<file path="src/rtl/proc_pkg.sv">
// Shared processor types and widths for the instruction-fetch slice.
package proc_pkg;

  localparam int PC_W    = 7;
  localparam int INSTR_W = 16;

  typedef enum logic [1:0] {
    IDLE,
    FETCH,
    PREFETCH,
    DRAIN
  } fetch_state_t;

endpackage

</file>
<file path="src/rtl/pc_counter.sv">
// Program counter: synchronous clear has priority over increment, wraps at 2^PC_W.
import proc_pkg::*;

module pc_counter (
  input  logic            clk,
  input  logic            Reset,
  input  logic            clr,
  input  logic            up,
  output logic [PC_W-1:0] count
);

  // NOTE: sequential state uses non-blocking assignments so every flop samples pre-edge values.
  always_ff @(posedge clk or posedge Reset) begin
    if (Reset)     count <= '0;
    else if (clr)  count <= '0;
    else if (up)   count <= count + 1'b1;
  end

endmodule

</file>
<file path="src/rtl/instr_fetch.sv">
// Instruction fetch unit: PC, IR, and a one-entry prefetch buffer that is refilled
// with the word at the new PC after every IR load.
import proc_pkg::*;

module instr_fetch (
  input  logic               clk,
  input  logic               Reset,
  input  logic               PC_clr,
  input  logic               PC_up,
  input  logic               IR_Id,
  input  logic [INSTR_W-1:0] im_rdata,
  input  logic               im_ack,
  output logic               im_req,
  output logic [PC_W-1:0]    im_addr,
  output logic [INSTR_W-1:0] IR,
  output logic [PC_W-1:0]    PC,
  output logic               ir_valid,
  output logic               fetch_busy
);

  fetch_state_t       state_q, state_n;
  logic [PC_W-1:0]    req_addr_q, req_addr_n;
  logic               im_req_q, im_req_n;
  logic [INSTR_W-1:0] ir_q, ir_n;
  logic               ir_valid_q, ir_valid_n;
  logic               pf_valid_q, pf_valid_n;
  logic [PC_W-1:0]    pf_addr_q, pf_addr_n;
  logic [INSTR_W-1:0] pf_data_q, pf_data_n;
  logic               pend_inc_q, pend_inc_n;
  logic               pend_req_q, pend_req_n;
  logic               pend_up_q, pend_up_n;
  logic               pc_up_c;
  logic               svc_up;
  logic               hit;
  logic               ack_v;

  // Acks are only meaningful against our own outstanding request.
  assign ack_v = im_ack && im_req_q;
  assign hit   = pf_valid_q && (pf_addr_q == PC);

  pc_counter u_pc (
    .clk   (clk),
    .Reset (Reset),
    .clr   (PC_clr),
    .up    (pc_up_c),
    .count (PC)
  );

  // NOTE: every always_comb output gets a default first so no path can infer a latch.
  always_comb begin
    state_n    = state_q;
    req_addr_n = req_addr_q;
    im_req_n   = im_req_q;
    ir_n       = ir_q;
    ir_valid_n = ir_valid_q;
    pf_valid_n = pf_valid_q;
    pf_addr_n  = pf_addr_q;
    pf_data_n  = pf_data_q;
    pend_inc_n = pend_inc_q;
    pend_req_n = pend_req_q;
    pend_up_n  = pend_up_q;
    pc_up_c    = 1'b0;
    svc_up     = pend_req_q ? pend_up_q : PC_up;

    if (PC_clr) begin
      pf_valid_n = 1'b0;
      pend_inc_n = 1'b0;
      pend_req_n = 1'b0;
      pend_up_n  = 1'b0;
      // An in-flight request must still be acked before the port is reusable.
      if (state_q != IDLE) begin
        if (ack_v) begin
          state_n  = IDLE;
          im_req_n = 1'b0;
        end else begin
          state_n  = DRAIN;
        end
      end
    end else begin
      unique case (state_q)
        IDLE: begin
          if (pend_req_q || IR_Id) begin
            pend_req_n = 1'b0;
            pend_up_n  = 1'b0;
            im_req_n   = 1'b1;
            if (hit) begin
              ir_n       = pf_data_q;
              ir_valid_n = 1'b1;
              pf_valid_n = 1'b0;
              pc_up_c    = svc_up;
              req_addr_n = svc_up ? PC + 1'b1 : PC;
              state_n    = PREFETCH;
            end else begin
              ir_valid_n = 1'b0;
              pend_inc_n = svc_up;
              req_addr_n = PC;
              state_n    = FETCH;
            end
          end else begin
            pc_up_c = PC_up;
          end
        end
        FETCH: begin
          pc_up_c = PC_up && !IR_Id;
          if (ack_v) begin
            ir_n       = im_rdata;
            ir_valid_n = 1'b1;
            pc_up_c    = pc_up_c || pend_inc_q;
            pend_inc_n = 1'b0;
            req_addr_n = (pc_up_c || pend_inc_q) ? PC + 1'b1 : PC;
            state_n    = PREFETCH;
          end
        end
        PREFETCH: begin
          if (IR_Id && !pend_req_q) begin
            pend_req_n = 1'b1;
            pend_up_n  = PC_up;
          end else begin
            pc_up_c = PC_up && !IR_Id;
          end
          if (ack_v) begin
            pf_data_n  = im_rdata;
            pf_addr_n  = req_addr_q;
            pf_valid_n = 1'b1;
            im_req_n   = 1'b0;
            state_n    = IDLE;
          end
        end
        DRAIN: begin
          pc_up_c = PC_up && !IR_Id;
          if (ack_v) begin
            im_req_n = 1'b0;
            state_n  = IDLE;
          end
        end
        default: state_n = IDLE;
      endcase
    end
  end

  // NOTE: the prefetch buffer is a handful of flops, so it is reset like any other state.
  always_ff @(posedge clk or posedge Reset) begin
    if (Reset) begin
      state_q    <= IDLE;
      req_addr_q <= '0;
      im_req_q   <= 1'b0;
      ir_q       <= '0;
      ir_valid_q <= 1'b0;
      pf_valid_q <= 1'b0;
      pf_addr_q  <= '0;
      pf_data_q  <= '0;
      pend_inc_q <= 1'b0;
      pend_req_q <= 1'b0;
      pend_up_q  <= 1'b0;
    end else begin
      state_q    <= state_n;
      req_addr_q <= req_addr_n;
      im_req_q   <= im_req_n;
      ir_q       <= ir_n;
      ir_valid_q <= ir_valid_n;
      pf_valid_q <= pf_valid_n;
      pf_addr_q  <= pf_addr_n;
      pf_data_q  <= pf_data_n;
      pend_inc_q <= pend_inc_n;
      pend_req_q <= pend_req_n;
      pend_up_q  <= pend_up_n;
    end
  end

  assign im_req     = im_req_q;
  assign im_addr    = req_addr_q;
  assign IR         = ir_q;
  assign ir_valid   = ir_valid_q;
  assign fetch_busy = (state_q == FETCH) || pend_req_q;

endmodule

</file>
<file path="config.mk">
export PLATFORM = sky130hd
export DESIGN_NAME = instr_fetch
export DESIGN_NICKNAME = d
export VERILOG_FILES = /design/src/rtl/proc_pkg.sv /design/src/rtl/pc_counter.sv /design/src/rtl/instr_fetch.sv
export SDC_FILE = /design/constraint.sdc
export NUM_CORES = 1
export LEC_CHECK = 0
export BUFFER_PORTS_ARGS = -buffer_cell sky130_fd_sc_hd__buf_4
export CORE_AREA = 2 2 78 80
export CTS_CLUSTER_SIZE = 14
export DETAILED_ROUTE_END_ITERATION = 6
export DIE_AREA = 0 0 80 82
export PLACE_DENSITY_LB_ADDON = 0.15
export SLEW_MARGIN = 20
export SYNTH_ARGS = -nofsm -noshare
export SYNTH_HDL_FRONTEND = slang
export SYNTH_SLANG_ARGS = --single-unit
</file>
<file path="constraint.sdc">
create_clock -name clk -period 3.9 [get_ports clk]
set_input_delay 0.585 -clock clk [delete_from_list [all_inputs] [get_ports clk]]
set_output_delay 0.585 -clock clk [all_outputs]
set_load 0.02 [all_outputs]
</file>
# == Word level (Yosys, flattened, before mapping) ==
# Index checks and enable logic that the tools add are counted.
# totals
in_bits,22
output_inout_bits,33
register_bits,61
wordCells,107
# classes
bitwise,1
n_eq_ne,15
n_mux,52
n_addsub,1
n_reduce_logical,26
# ops
cell,n
$mux 7,7
$mux 16,3
$pmux 16 s2,1
$mux 1,25
$ne 3x3->1 const B,6
$reduce_and 4->1,4
$mux 2,7
$pmux 7 s2,1
$pmux 1 s2,6
$reduce_and 3->1,3
$reduce_bool 3->1,3
$add 7x1->7 const B,1
$eq 7x7->1,1
$ne 2x2->1 const B,3
$pmux 2 s3,1
$reduce_bool 2->1,3
$reduce_and 5->1,1
$eq 2x2->1 const B,2
$logic_and 1x1->1,4
$logic_or 1x1->1,4
$pmux 1 s4,1
$ne 3x1->1 const B,1
$eq 2x1->1 const B,1
$logic_not 1->1,2
4 further kinds,4

# == Logic depth before layout (Yosys ltp) ==
# Gate-level depths: netlist of the first run.
# logic_depth
ltp_word,8
depth_mapped,8
ltp_nobuf,6

# == Cells and area by module ==
# A second synthesis of the first run with hierarchy kept.
# unflattened
hier_cells,305
area_unflattened_um2,3139.3
# by_module_without_submodules
module,instances,area_per_inst_um2,cells_per_inst,seq_area_each_um2
instr_fetch,1,2827.7,275,1351.3
pc_counter,1,311.5,30,175.2

# == Worst setup path before layout of the first run ==
# OpenSTA, ideal clock, no wires.
# synth_path
kind,flip-flop to output port
from,register state_q[0]
to,output port fetch_busy
n_path_buf,3
required_time_ns,3.315
path_stages_with_launch,6
path_slack_ns,1.882
arrival_ns,1.433
path_cell_list,dfrtp_1 buf_4 and2b_1 buf_2 buf_2 or2_2
# synth_between
elab_chain_len,2
# synth_lines
item,line_no,rtl
start: declaration,instr_fetch.sv:21,"fetch_state_t state_q, state_n;"
start signal: assignment,instr_fetch.sv:156,state_q <= state_n;
$eq 2x1->1,instr_fetch.sv:174,assign fetch_busy = (state_q == FETCH) || pend_req_q;
$logic_or 1x1->1,instr_fetch.sv:174,
end: declaration,instr_fetch.sv:18,output logic fetch_busy
# No other way between the ends.

# == Final worst setup path of the first run ==
# layout_path
from,register state_q[0]
to,"register ir_q[6], in the netlist IR[6]"
# layout_between
elab_chain_len,3
elab_cells_between_ends,8
classes_between,eq/ne (4); mux (1); reduce/logical (3)
# layout_lines
item,line_no,rtl
$eq 2x1->1 or $logic_not 2->1 (tied branches),instr_fetch.sv:80,unique case (state_q)
$ne 2x2->1 (no source line) or $reduce_bool 2->1 (tied branches),--,
$reduce_and 5->1 (no source line),--,
end signal: assignment,instr_fetch.sv:159,ir_q <= ir_n;
end: declaration,instr_fetch.sv:24,"logic [INSTR_W-1:0] ir_q, ir_n;"
# Several ways; a longest one is shown, not always the timed one.
# A chain may end at the register's enable or synchronous reset.

==> parameters.txt, run 1 <==
Parameter                              Value

Status
  Outcome ... complete, no violations

Die
  Die height ... 82 µm
  Horizontal extent of the die ... 80 µm
  Starting Density ... 53.6%
  Overall die area ... 6560 µm²
  I/O pins ... 55
  Row count ... 28
  Total core area ... 5750 µm²

Worst setup path
  Nature of the critical path startpoint ... flop
  Slowest cell delay on critical path ... 790 ps
  Crit path DAT ... 2860 ps
  Worst reg2reg setup slack ... 1270 ps
  Critical-path cell with the highest stage delay ... sky130_fd_sc_hd__a2111oi_4
  Data required time at the worst endpoint ... 4130 ps
  CP Cell Sequence ... nor3_1 -> a2111oi_4 -> o21ai_2 -> mux2_4
  Type of the worst setup path ... flop to flop
  Critical-path maximum fanout ... 17
  Kind of end point of the critical path ... flop

GRT
  Number of global-route vias before repair ... 2,137
  Final global-route overflow total ... 0
  Maximum number of pins on one net before global-route repair ... 39
  Antenna violations before repair ... 0
  First-pass GRT wire length ... 10,300 µm
  Total routing usage reported by global routing ... 20.7%

CTS
  Clock transition at the registers of the reported paths ... 70 ps
  Clock Sinks ... 61
  Total CTS buffers ... 9
  Worst skew pair latency ... 340 ps
  Count of buffers added by post-CTS timing repair for setup ... 0
  Count of hold-fix buffers inserted at cts ... 0
  Clock root cell ... sky130_fd_sc_hd__clkbuf_8
  Number of gates resized after cts ... 0
  Clock tree from TritonCTS ... yes
  H-Tree Level Count ... 3
  Maximum buffer depth of the clock tree ... 2

STA
  Final Setup Violations ... 0
  Maximum clock frequency ... 380 MHz
  Ratio of final minimum period to clock period ... 67.5%
  Setup repair after global routing missed its margin ... false
  Final worst clock skew ... 8.60 ps
  Worst slew margin relative to its limit ... 27.9%
  Setup_tns ... 0 ps
  Endpoints failing hold ... 0
  Worst-Margin Slew ... 1080 ps
  Hold WS ... 390 ps
  Shortest clock period the worst path allows after layout ... 2630 ps
  Final count of pins violating max slew ... 0

Final layout
  Final-stage net count ... 335
  Proportion of layout cells with a drive suffix above 1 ... 42.9%
  Number of fill cells in the layout ... 502
  Diodes inserted ... 0
  Register area ... 1530 µm²
  Area delta synth->final ... 20.4%
  Area of the multi-input gates ... 1450 µm²

Synthesis
  Yosys top cell by area ... sky130_fd_sc_hd__dfrtp_1
  Share of cell area taken by muxes after synthesis ... 21.5%
  Main flop type after synthesis ... sky130_fd_sc_hd__dfrtp_1
  Number of distinct library cells after synthesis ... 46
  Cell with the most instances after synthesis ... sky130_fd_sc_hd__dfrtp_1
  Portion of the post-synthesis area used by sequential elements ... 49.6%
  Share of Yosys cell area claimed by the top area cell type ... 49.6%
  Simple logic cell fraction of the synthesized area ... 11.6%
  Synth Area in Compound Gates ... 11.5%
  Fraction of synthesis flops using an asynchronous set or reset pin ... 100%
  Synthesized net count ... 284
  Most frequent cells after synthesis ... 61 x sky130_fd_sc_hd__dfrtp_1, 46 x sky130_fd_sc_hd__mux2_2, 22 x sky130_fd_sc_hd__nand2_1
  Netlist area before placement ... 3080 µm²
  Number of instances in the synthesized netlist ... 261
  Post-Synth Adder-Cell Area ... 0.407%
  Fraction of synthesized cell area in xor and xnor cells ... 1.99%
  Ranking of synthesized cells by area ... sky130_fd_sc_hd__dfrtp_1 50%, sky130_fd_sc_hd__mux2_2 17%, sky130_fd_sc_hd__mux2_4 4.4%, sky130_fd_sc_hd__nand2_1 2.7%, sky130_fd_sc_hd__xnor2_1 2.0%
  Main combinational cell family by area after synthesis ... multiplexers
  Count of state elements after synthesis ... 61
  Number of flops mapped to enable cells by yosys ... 0
  Mean Syn Cell Area ... 11.8 µm²
  Count of synthesis-stage warnings from yosys ... 0

Power
  Sw Ratio ... 26.0%
  Int Power ... 1020 µW
  Combinational share of power ... 10.5%
  Cell area power density ... 371 nW/µm²
  Switching component of the power ... 357 µW
  Clock power share ... 40.0%
  Leak Pwr ... 0.00183 µW
  Largest voltage drop on the vdd net ... 0.318 mV
  Relative contribution of sequential cells to total power ... 49.5%

Routing
  Total iterations of the first detailed-routing run ... 4
  Count of routing violations after the opening detailed-route iteration ... 119
  Number of nets still failing antenna checks after routing ... 0
  Routed via count ... 2,214
  Average wire per cell in the routed design ... 15.8 µm
  Post-DR vias/cell ... 5.65
  Total wire length after detailed routing ... 6180 µm
  Residual DRC count ... 0

Flow run
  Max-cap viol count ... 0

Place
  Final RePlAce weighted congestion ... 0.857
  Count of port buffers added during placement ... 54
  Half-perimeter wire length of the detailed placement result ... 4250 µm

Worst hold path
  Tightest Hold Check Type ... input pin to async pin
[flip-flops by register name (all words and copies together) (netlist names)]
name and flops:
IR 16, im_addr 7, im_req 1, ir_valid 1
pend_inc_q 1, pend_req_q 1, pend_up_q 1, pf_addr_q 7
pf_data_q 16, pf_valid_q 1, state_q 2, u_pc.count 7
[path summary, 6_finish.rpt]
check,from,to,depth (start not counted)
min in group clk,im_ack,im_req,2
max reg2reg,state_q[0],IR[6],4
max,state_q[0],IR[6],4
max in group asynchronous,Reset,pend_up_q,3
min reg2reg,ir_valid,ir_valid,2
min,Reset,pf_data_q[6],2
[metal layers]
layer	GRT usage [%]	up-vias	share of wire, %
li1	-	1066	-
met1	29.2	1080	46
met2	30.1	62	47
met3	5.93	6	5.9
met4	8.47	0	0.99
met5	0	-	0
[worst max-delay path, delay by kind of cell, from the launching register on]
family           cells  cell delay (ps)
AO/OA/AOI/OAI        2             1310
AND/OR/NAND/NOR      1              180
flip-flops           1              580
multiplexers         1              440
[power groups by stage]
stage	Sequential [µW]	Clock (µW)	Combinational [µW]
after floorplan	707	0	64.9
after global placement	692	0	144
after detailed placement	693	0	146
after CTS	681	560	147
after global routing	683	590	159
final	680	551	144
[per-stage QoR]
| step | setup WS [ps] | total power, µW | std cells | utilization, % | area [µm²] |
|---|---|---|---|---|---|
| 2_1_floorplan | 1800 | 771 | 261 | - | 3080 |
| 3_3_place_gp | 1240 | 836 | 376 | 61.2 | 3510 |
| 3_5_place_dp | 1180 | 839 | 376 | 61.2 | 3510 |
| 4_1_cts | 1270 | 1390 | 392 | 64.5 | 3700 |
| 5_1_grt | 1030 | 1430 | 392 | 64.5 | 3700 |
| 6_report | 1270 | 1380 | 392 | 64.5 | 3700 |
[logic make-up after synthesis]
group,after synthesis
xor+xnor,7
fa+ha+maj,1
buf+inv,22
compound gates,46
flops,61
simple gates,68
mux,56
[area by class of cell]
cell class / instances / area share [%]
well taps: 75 / 2.53
flip-flops and latches: 61 / 41.2
clock inverters: 7 / 1.79
clock buffers: 9 / 3.34
multi-input cells: 178 / 39.1
inverters: 5 / 0.507
repair buffers: 57 / 11.6
[cells in the final DEF, fill, tap and decap left out, types with 4 or more instances in the layout]
cell type                   Yosys  layout
sky130_fd_sc_hd__nor2_1         8       8
sky130_fd_sc_hd__o21ai_0       10      10
sky130_fd_sc_hd__nand2_1       22      22
sky130_fd_sc_hd__nand3_1        8       8
sky130_fd_sc_hd__dfrtp_1       61      61
sky130_fd_sc_hd__clkinv_2       0       4
sky130_fd_sc_hd__mux2_4         9       9
sky130_fd_sc_hd__o211ai_1       8       8
sky130_fd_sc_hd__o2111ai_1      4       4
sky130_fd_sc_hd__o22ai_1        4       4
sky130_fd_sc_hd__clkbuf_8       0       9
sky130_fd_sc_hd__xnor2_1        7       7
sky130_fd_sc_hd__a32o_1         4       4
sky130_fd_sc_hd__a21oi_1        4       4
sky130_fd_sc_hd__nor3_1         8       8
sky130_fd_sc_hd__buf_4          1      57
sky130_fd_sc_hd__mux2_2        46      46
No activity file was read; power rests on OpenSTA's default activity.
==> inputs of run 2 (changes only) <==
--- a/config.mk
+++ b/config.mk
@@ -6,10 +6,10 @@
 export NUM_CORES = 1
 export LEC_CHECK = 0
 export BUFFER_PORTS_ARGS = -buffer_cell sky130_fd_sc_hd__buf_4
-export CORE_AREA = 2 2 78 80
+export CORE_AREA = 2 2 82 84
 export CTS_CLUSTER_SIZE = 14
 export DETAILED_ROUTE_END_ITERATION = 6
-export DIE_AREA = 0 0 80 82
+export DIE_AREA = 0 0 84 86
 export PLACE_DENSITY_LB_ADDON = 0.15
 export SLEW_MARGIN = 20
 export SYNTH_ARGS = -nofsm -noshare
==> constraint.sdc (replaced) <==
create_clock -name clk -period 2.3 [get_ports clk]
set_input_delay 0.345 -clock clk [delete_from_list [all_inputs] [get_ports clk]]
set_output_delay 0.345 -clock clk [all_outputs]
set_load 0.02 [all_outputs]
==> run 2 against run 1 <==
Wire length increased by 8.6%. Critical path depth increased by 3. Via count is 2.4% higher. Setup slack lost 1100 ps. Utilization decreased by 2.9 points. First-iteration DRC count grew 87%. Largest power group unchanged.
==> parameters.txt, run 2 (synthesis results as in run 1) <==
Parameter                              Value

Final layout
  Final-stage net count ... 352 (was 335)
  Number of fill cells in the layout ... 542 (was 502)
  Area delta synth->final ... 25.5% (was 20.4%)
  Commonest non-fill, non-tap cell in the layout ... sky130_fd_sc_hd__buf_4 (was sky130_fd_sc_hd__dfrtp_1)
  Most frequent cells in the layout ... 73 x sky130_fd_sc_hd__buf_4, 61 x sky130_fd_sc_hd__dfrtp_1, 46 x sky130_fd_sc_hd__mux2_2, 22 x sky130_fd_sc_hd__nand2_1 (was 61 x sky130_fd_sc_hd__dfrtp_1, 57 x sky130_fd_sc_hd__buf_4, 46 x sky130_fd_sc_hd__mux2_2, 22 x sky130_fd_sc_hd__nand2_1, 10 x sky130_fd_sc_hd__o21ai_0)
  Diodes inserted ... 0 (unchanged)
  Proportion of layout cells with a drive suffix above 1 ... 45.8% (was 42.9%)

Place
  Count of port buffers added during placement ... 54 (unchanged)
  Half-perimeter wire length of the detailed placement result ... 4840 µm (was 4250 µm)
  Final RePlAce weighted congestion ... 0.843 (was 0.857)

STA
  Hold WS ... 52.2 ps (was 390 ps)
  Worst slew margin relative to its limit ... 51.1% (was 27.9%)
  Final Setup Violations ... 0 (unchanged)
  Final worst clock skew ... 10.4 ps (was 8.60 ps)
  Worst-Margin Slew ... 731 ps (was 1080 ps)
  Setup repair after global routing missed its margin ... false (unchanged)
  Ratio of final minimum period to clock period ... 92.1% (was 67.5%)
  Maximum clock frequency ... 472 MHz (was 380 MHz)
  Setup_tns ... 0 ps (unchanged)
  Final count of pins violating max slew ... 0 (unchanged)
  Shortest clock period the worst path allows after layout ... 2120 ps (was 2630 ps)
  Endpoints failing hold ... 0 (unchanged)

CTS
  Clock Sinks ... 61 (unchanged)
  Count of buffers added by post-CTS timing repair for setup ... 0 (unchanged)
  Clock transition at the registers of the reported paths ... 70 ps (about the same)
  Number of gates resized after cts ... 0 (unchanged)
  Clock root cell ... sky130_fd_sc_hd__clkbuf_8 (unchanged)
  Count of hold-fix buffers inserted at cts ... 0 (unchanged)
  Maximum buffer depth of the clock tree ... 2 (unchanged)
  H-Tree Level Count ... 3 (unchanged)
  Total CTS buffers ... 9 (unchanged)
  Clock tree from TritonCTS ... yes (unchanged)
  Worst skew pair latency ... 340 ps (about the same)

GRT
  Met3 usage in global routing ... 6.06% (was 5.93%)
  Global-route met2 utilization ... 28.9% (was 30.1%)
  Final global-route overflow total ... 0 (unchanged)
  M1 GR Usage ... 29.1% (was 29.2%)
  Maximum number of pins on one net before global-route repair ... 38 (was 39)
  Antenna violations before repair ... 0 (unchanged)
  First-pass GRT wire length ... 11,400 µm (was 10,300 µm)
  Number of global-route vias before repair ... 2,289 (was 2,137)
  Total routing usage reported by global routing ... 20.0% (was 20.7%)
  Most congested layer reported by global routing ... met1 (was met2)

Power
  Largest voltage drop on the vdd net ... 0.526 mV (was 0.318 mV)
  Leak Pwr ... 0.00192 µW (was 0.00183 µW)
  Cell area power density ... 615 nW/µm² (was 371 nW/µm²)

Worst setup path
  Worst reg2reg setup slack ... 180 ps (was 1270 ps)
  Reg2Reg Launch Point ... pf_addr_q[6] (was state_q[0])
  Critical-path cell with the highest stage delay ... sky130_fd_sc_hd__nor4bb_1 (was sky130_fd_sc_hd__a2111oi_4)
  Nature of the critical path startpoint ... flop (unchanged)
  Cell mode on critical path ... sky130_fd_sc_hd__buf_4
  Critical-path maximum fanout ... 7 (was 17)
  Kind of end point of the critical path ... flop (unchanged)
  Type of the worst setup path ... flop to flop (unchanged)
  End of the worst register-to-register path ... u_pc.count[5] (was IR[6])
  CP Cell Sequence ... xnor2_1 -> nand4_1 -> buf_4 -> nor4bb_1 -> buf_4 -> or2_1 -> a32o_1 (was nor3_1 -> a2111oi_4 -> o21ai_2 -> mux2_4)
  Depth of the worst register-to-register path ... 7 (was 4)
  Crit path DAT ... 2380 ps (was 2860 ps)
  Slowest cell delay on critical path ... 450 ps (was 790 ps)
  Data required time at the worst endpoint ... 2560 ps (was 4130 ps)

Routing
  Average wire per cell in the routed design ... 16.3 µm (was 15.8 µm)
  Count of routing violations after the opening detailed-route iteration ... 222 (was 119)
  Residual DRC count ... 0 (unchanged)
  Total iterations of the first detailed-routing run ... 4 (unchanged)
  Total wire length after detailed routing ... 6710 µm (was 6180 µm)
  Number of nets still failing antenna checks after routing ... 0 (unchanged)
  Post-DR vias/cell ... 5.52 (was 5.65)
  Routed via count ... 2,267 (was 2,214)

Flow run
  Max-cap viol count ... 0 (unchanged)

Die
  Row count ... 29 (was 28)
  Die height ... 86 µm (was 82 µm)
  Total core area ... 6280 µm² (was 5750 µm²)
  I/O pins ... 55 (unchanged)
  Overall die area ... 7220 µm² (was 6560 µm²)
  Horizontal extent of the die ... 84 µm (was 80 µm)
  Starting Density ... 49.0% (was 53.6%)

Worst hold path
  Tightest Hold Check Type ... input pin to async pin (unchanged)

Status
  Outcome ... complete, no violations (unchanged)
[run 2: cell count changes in the layout (fill, tap and decap cells not counted)]
cell,before,now
sky130_fd_sc_hd__clkinv_2,4,3
sky130_fd_sc_hd__o21ai_2,1,0
sky130_fd_sc_hd__inv_6,0,1
sky130_fd_sc_hd__o21ai_4,0,1
sky130_fd_sc_hd__clkinv_4,1,0
sky130_fd_sc_hd__buf_4,57,73
sky130_fd_sc_hd__clkbuf_8,9,10
sky130_fd_sc_hd__buf_12,0,1
[run 2: where the power goes]
part	switching, µW	internal [µW]	leakage, µW
Clock	425	527	0.000102
Combinational	148	136	0.000985
Sequential	26.7	1110	0.000834
Total	600	1780	0.00192
[run 2: area by class of cell]
cell class | count | area (µm²) | area share [%]
clock inverters | 6 | 61.3 | 1.59
repair buffers | 74 | 568 | 14.7
well taps | 77 | 96.3 | 2.49
multi-input cells | 178 | 1460 | 37.7
clock buffers | 10 | 138 | 3.56
inverters | 5 | 18.8 | 0.486
flip-flops and latches | 61 | 1530 | 39.5
[run 2: worst max-delay path by stage]
| stage | startpoint | end | cells after the start |
|---|---|---|---|
| after floorplan | im_req | IR[10] | 5 |
| after global placement | pf_addr_q[6] | u_pc.count[0] | 7 |
| after detailed placement | u_pc.count[6] | IR[0] | 5 |
| after CTS | u_pc.count[6] | IR[0] | 5 |
| after global routing | pf_addr_q[6] | u_pc.count[4] | 7 |
| final | pf_addr_q[6] | u_pc.count[5] | 7 |
[run 2: metrics by stage]
step                      instances  total power, µW  setup WS [ps]  cell area [µm²]  utilization, %
after floorplan                 261             1310            323             3080               -
after global placement          395             1440            146             3660            58.3
after detailed placement        395             1450            128             3660            58.3
after CTS                       411             2400            131             3860            61.4
after global routing            411             2480           40.5             3860            61.6
final                           411             2380            182             3860            61.6
[run 2: layer usage]
metal  wire length, µm  part of all wire [%]
met4                46                  0.69
met5                 0                     0
met1              3190                    48
met3               434                   6.5
met2              3040                    45
[run 2: critical path, delay by kind of cell (launching register included)]
kind,cells,cell delay (ps)
xor+xnor,1,180
simple gates,3,820
compound gates,1,250
flops,1,390
buf+inv,2,410
==> inputs of run 3 (changes only) <==
==> constraint.sdc (replaced) <==
create_clock -name clk -period 1.8 [get_ports clk]
set_input_delay 0.27 -clock clk [delete_from_list [all_inputs] [get_ports clk]]
set_output_delay 0.27 -clock clk [all_outputs]
set_load 0.02 [all_outputs]
==> run 3 against run 2 <==
The flow now finishes with violations (negative setup slack). Utilization up 4.8 points. Clock-buffer cell count unchanged. Non-clock buffer count is 18 higher. Flip-flop and latch count stayed put. Critical path depth is the same. Hold slack improved by 100 ps. Clock power increased by 44%. Sequential share of layout area down 2.6 points.
==> parameters.txt, run 3 (synthesis results as in run 1) <==
Parameter                              Value

Routing
  Count of routing violations after the opening detailed-route iteration ... 125 (was 222)
  Average wire per cell in the routed design ... 17.4 µm (was 16.3 µm)
  Total iterations of the first detailed-routing run ... 4 (unchanged)
  Number of nets still failing antenna checks after routing ... 0 (unchanged)
  Routed via count ... 2,440 (was 2,267)
  Residual DRC count ... 0 (unchanged)
  Post-DR vias/cell ... 5.69 (was 5.52)
  Total wire length after detailed routing ... 7480 µm (was 6710 µm)

Place
  Count of port buffers added during placement ... 54 (unchanged)
  Half-perimeter wire length of the detailed placement result ... 5010 µm (was 4840 µm)
  Final RePlAce weighted congestion ... 0.916 (was 0.843)
  Area after detailed placement ... 3740 µm² (was 3660 µm²)

STA
  Endpoints failing hold ... 0 (unchanged)
  Final Setup Violations ... 20 (was 0)
  Setup_tns ... -397 ps (was 0 ps)
  Final count of pins violating max slew ... 0 (unchanged)
  Slack of the critical path ... -35.5 ps (was 182 ps)
  Final worst clock skew ... 8.60 ps (was 10.4 ps)
  Setup repair after global routing missed its margin ... true (was false)
  Worst-Margin Slew ... 361 ps (was 731 ps)
  Worst slew margin relative to its limit ... 76.0% (was 51.1%)
  Shortest clock period the worst path allows after layout ... 1840 ps (was 2120 ps)
  Ratio of final minimum period to clock period ... 102% (was 92.1%)
  Maximum clock frequency ... 545 MHz (was 472 MHz)

Status
  Failing checks ... negative setup slack
  Outcome ... finished, violations left (was complete, no violations)

Power
  Largest voltage drop on the vdd net ... 0.596 mV (was 0.526 mV)
  Sw Ratio ... 24.7% (was 25.2%)
  Cell area power density ... 773 nW/µm² (was 615 nW/µm²)
  Combinational share of power ... 11.9% (about the same)
  Switching component of the power ... 795 µW (was 600 µW)
  Int Power ... 2430 µW (was 1780 µW)
  Leak Pwr ... 0.00204 µW (was 0.00192 µW)
  Clock power share ... 42.7% (was 40.1%)
  Relative contribution of sequential cells to total power ... 45.4% (was 48.0%)

CTS
  Clock tree from TritonCTS ... yes (unchanged)
  Worst skew pair latency ... 340 ps (about the same)
  Maximum buffer depth of the clock tree ... 2 (unchanged)
  Clock root cell ... sky130_fd_sc_hd__clkbuf_8 (unchanged)
  Clock Sinks ... 61 (unchanged)
  H-Tree Level Count ... 3 (unchanged)
  Total CTS buffers ... 9 (unchanged)
  Clock transition at the registers of the reported paths ... 70 ps (about the same)

Worst hold path
  Hold Path Origin ... im_ack
  Tightest Hold Check Type ... input pin to flop (was input pin to async pin)
  Hold path depth ... 2

Worst setup path
  Nature of the critical path startpoint ... flop (unchanged)
  Reg2Reg Launch Point ... u_pc.count[3] (was pf_addr_q[6])
  Critical-path maximum fanout ... 17 (was 7)
  Depth of the worst register-to-register path ... 7 (unchanged)
  Crit path DAT ... 2060 ps (was 2380 ps)
  Data required time at the worst endpoint ... 2020 ps (was 2560 ps)
  Kind of end point of the critical path ... flop (unchanged)
  Type of the worst setup path ... flop to flop (unchanged)
  Critical path origin ... u_pc.count[3] (was pf_addr_q[6])

Final layout
  Area delta synth->final ... 35.4% (was 25.5%)
  Diodes inserted ... 0 (unchanged)
  Commonest non-fill, non-tap cell in the layout ... sky130_fd_sc_hd__buf_4 (unchanged)
  Final Instance Area ... 4170 µm² (was 3860 µm²)
  Most frequent cells in the layout ... 85 x sky130_fd_sc_hd__buf_4, 52 x sky130_fd_sc_hd__dfrtp_1, 46 x sky130_fd_sc_hd__mux2_2, 22 x sky130_fd_sc_hd__nand2_1, 10 x sky130_fd_sc_hd__clkbuf_8 (was 73 x sky130_fd_sc_hd__buf_4, 61 x sky130_fd_sc_hd__dfrtp_1, 46 x sky130_fd_sc_hd__mux2_2, 22 x sky130_fd_sc_hd__nand2_1)
  Number of fill cells in the layout ... 482 (was 542)
  Proportion of layout cells with a drive suffix above 1 ... 54.8% (was 45.8%)
  Final-stage net count ... 370 (was 352)

GRT
  Total routing usage reported by global routing ... 21.6% (was 20.0%)
  Number of global-route vias before repair ... 2,479 (was 2,289)
  Maximum number of pins on one net before global-route repair ... 48 (was 38)
  First-pass GRT wire length ... 12,200 µm (was 11,400 µm)
  Antenna violations before repair ... 0 (unchanged)
  Final global-route overflow total ... 0 (unchanged)

Die
  Total core area ... 6280 µm² (unchanged)
  Overall die area ... 7220 µm² (unchanged)
  Row count ... 29 (unchanged)
  Horizontal extent of the die ... 84 µm (unchanged)
  Starting Density ... 49.0% (unchanged)
  I/O pins ... 55 (unchanged)
  Die height ... 86 µm (unchanged)

Flow run
  Max-cap viol count ... 0 (unchanged)
[run 3: cell types whose count changed in the layout (fill, tap and decap cells not counted), sizes merged]
cell	change
buf	+17
bufinv	+1
dlygate4sd3	+1
inv	-1
[run 3: area by class of cell]
cell class	count	area (µm²)	share of cell area, %
multi-input cells	178	1530	36.7
well taps	77	96.3	2.31
inverters	5	18.8	0.450
flip-flops and latches	61	1540	36.9
clock buffers	10	138	3.30
repair buffers	92	759	18.2
clock inverters	6	86.3	2.07
[run 3: final timing paths]
path                                  to  slack, ps
max                               IR[10]        -40
min                               im_req        160
max reg2reg                       IR[10]        -40
min reg2reg                     ir_valid        490
max in group asynchronous  u_pc.count[0]        780
min in group asynchronous          IR[6]        450
[run 3: critical path: stages (launching register included)]
cell and delay (ps):
sky130_fd_sc_hd__dfrtp_2 430, sky130_fd_sc_hd__xnor2_2 160, sky130_fd_sc_hd__nand4_1 210, sky130_fd_sc_hd__buf_4 210, sky130_fd_sc_hd__nor2_2 120, sky130_fd_sc_hd__o21ai_2 100, sky130_fd_sc_hd__buf_12 180, sky130_fd_sc_hd__mux2_4 300
[run 3: power groups by stage]
stage / Sequential (µW) / Combinational, µW / Clock [µW]
after floorplan: 1530 / 145 / 0
after global placement: 1490 / 358 / 0
after detailed placement: 1490 / 365 / 0
after CTS: 1460 / 377 / 1390
after global routing: 1470 / 416 / 1450
final: 1460 / 384 / 1370
[run 3: routing by layer]
layer / GRT usage, % / part of all wire [%]
met5: 0 / 0
met4: 7.48 / 0.56
met3: 5.29 / 6.1
met2: 35.1 / 49
met1: 28.4 / 44
[run 3: per-stage QoR]
step                utilization (%)  std cells  hold slack, ps  worst slack (ps)  total power [µW]
floorplan                         -        261             375              -126              1680
global route                   66.4        429             152              -193              3330
global placement               59.6        401             267             -13.1              1840
detailed placement             59.6        401             262             -43.7              1850
CTS                            65.5        428             136             -27.0              3230
finish                         66.4        429             155             -35.5              3220
[run 3: repair_timing]
item	in CTS	in global routing
buffers inserted	10	1
pin swaps	7	10
gates resized for setup	13	10
endpoints found under the hold margin	14	0
hold buffers	1	0
setup endpoints to repair	30	32
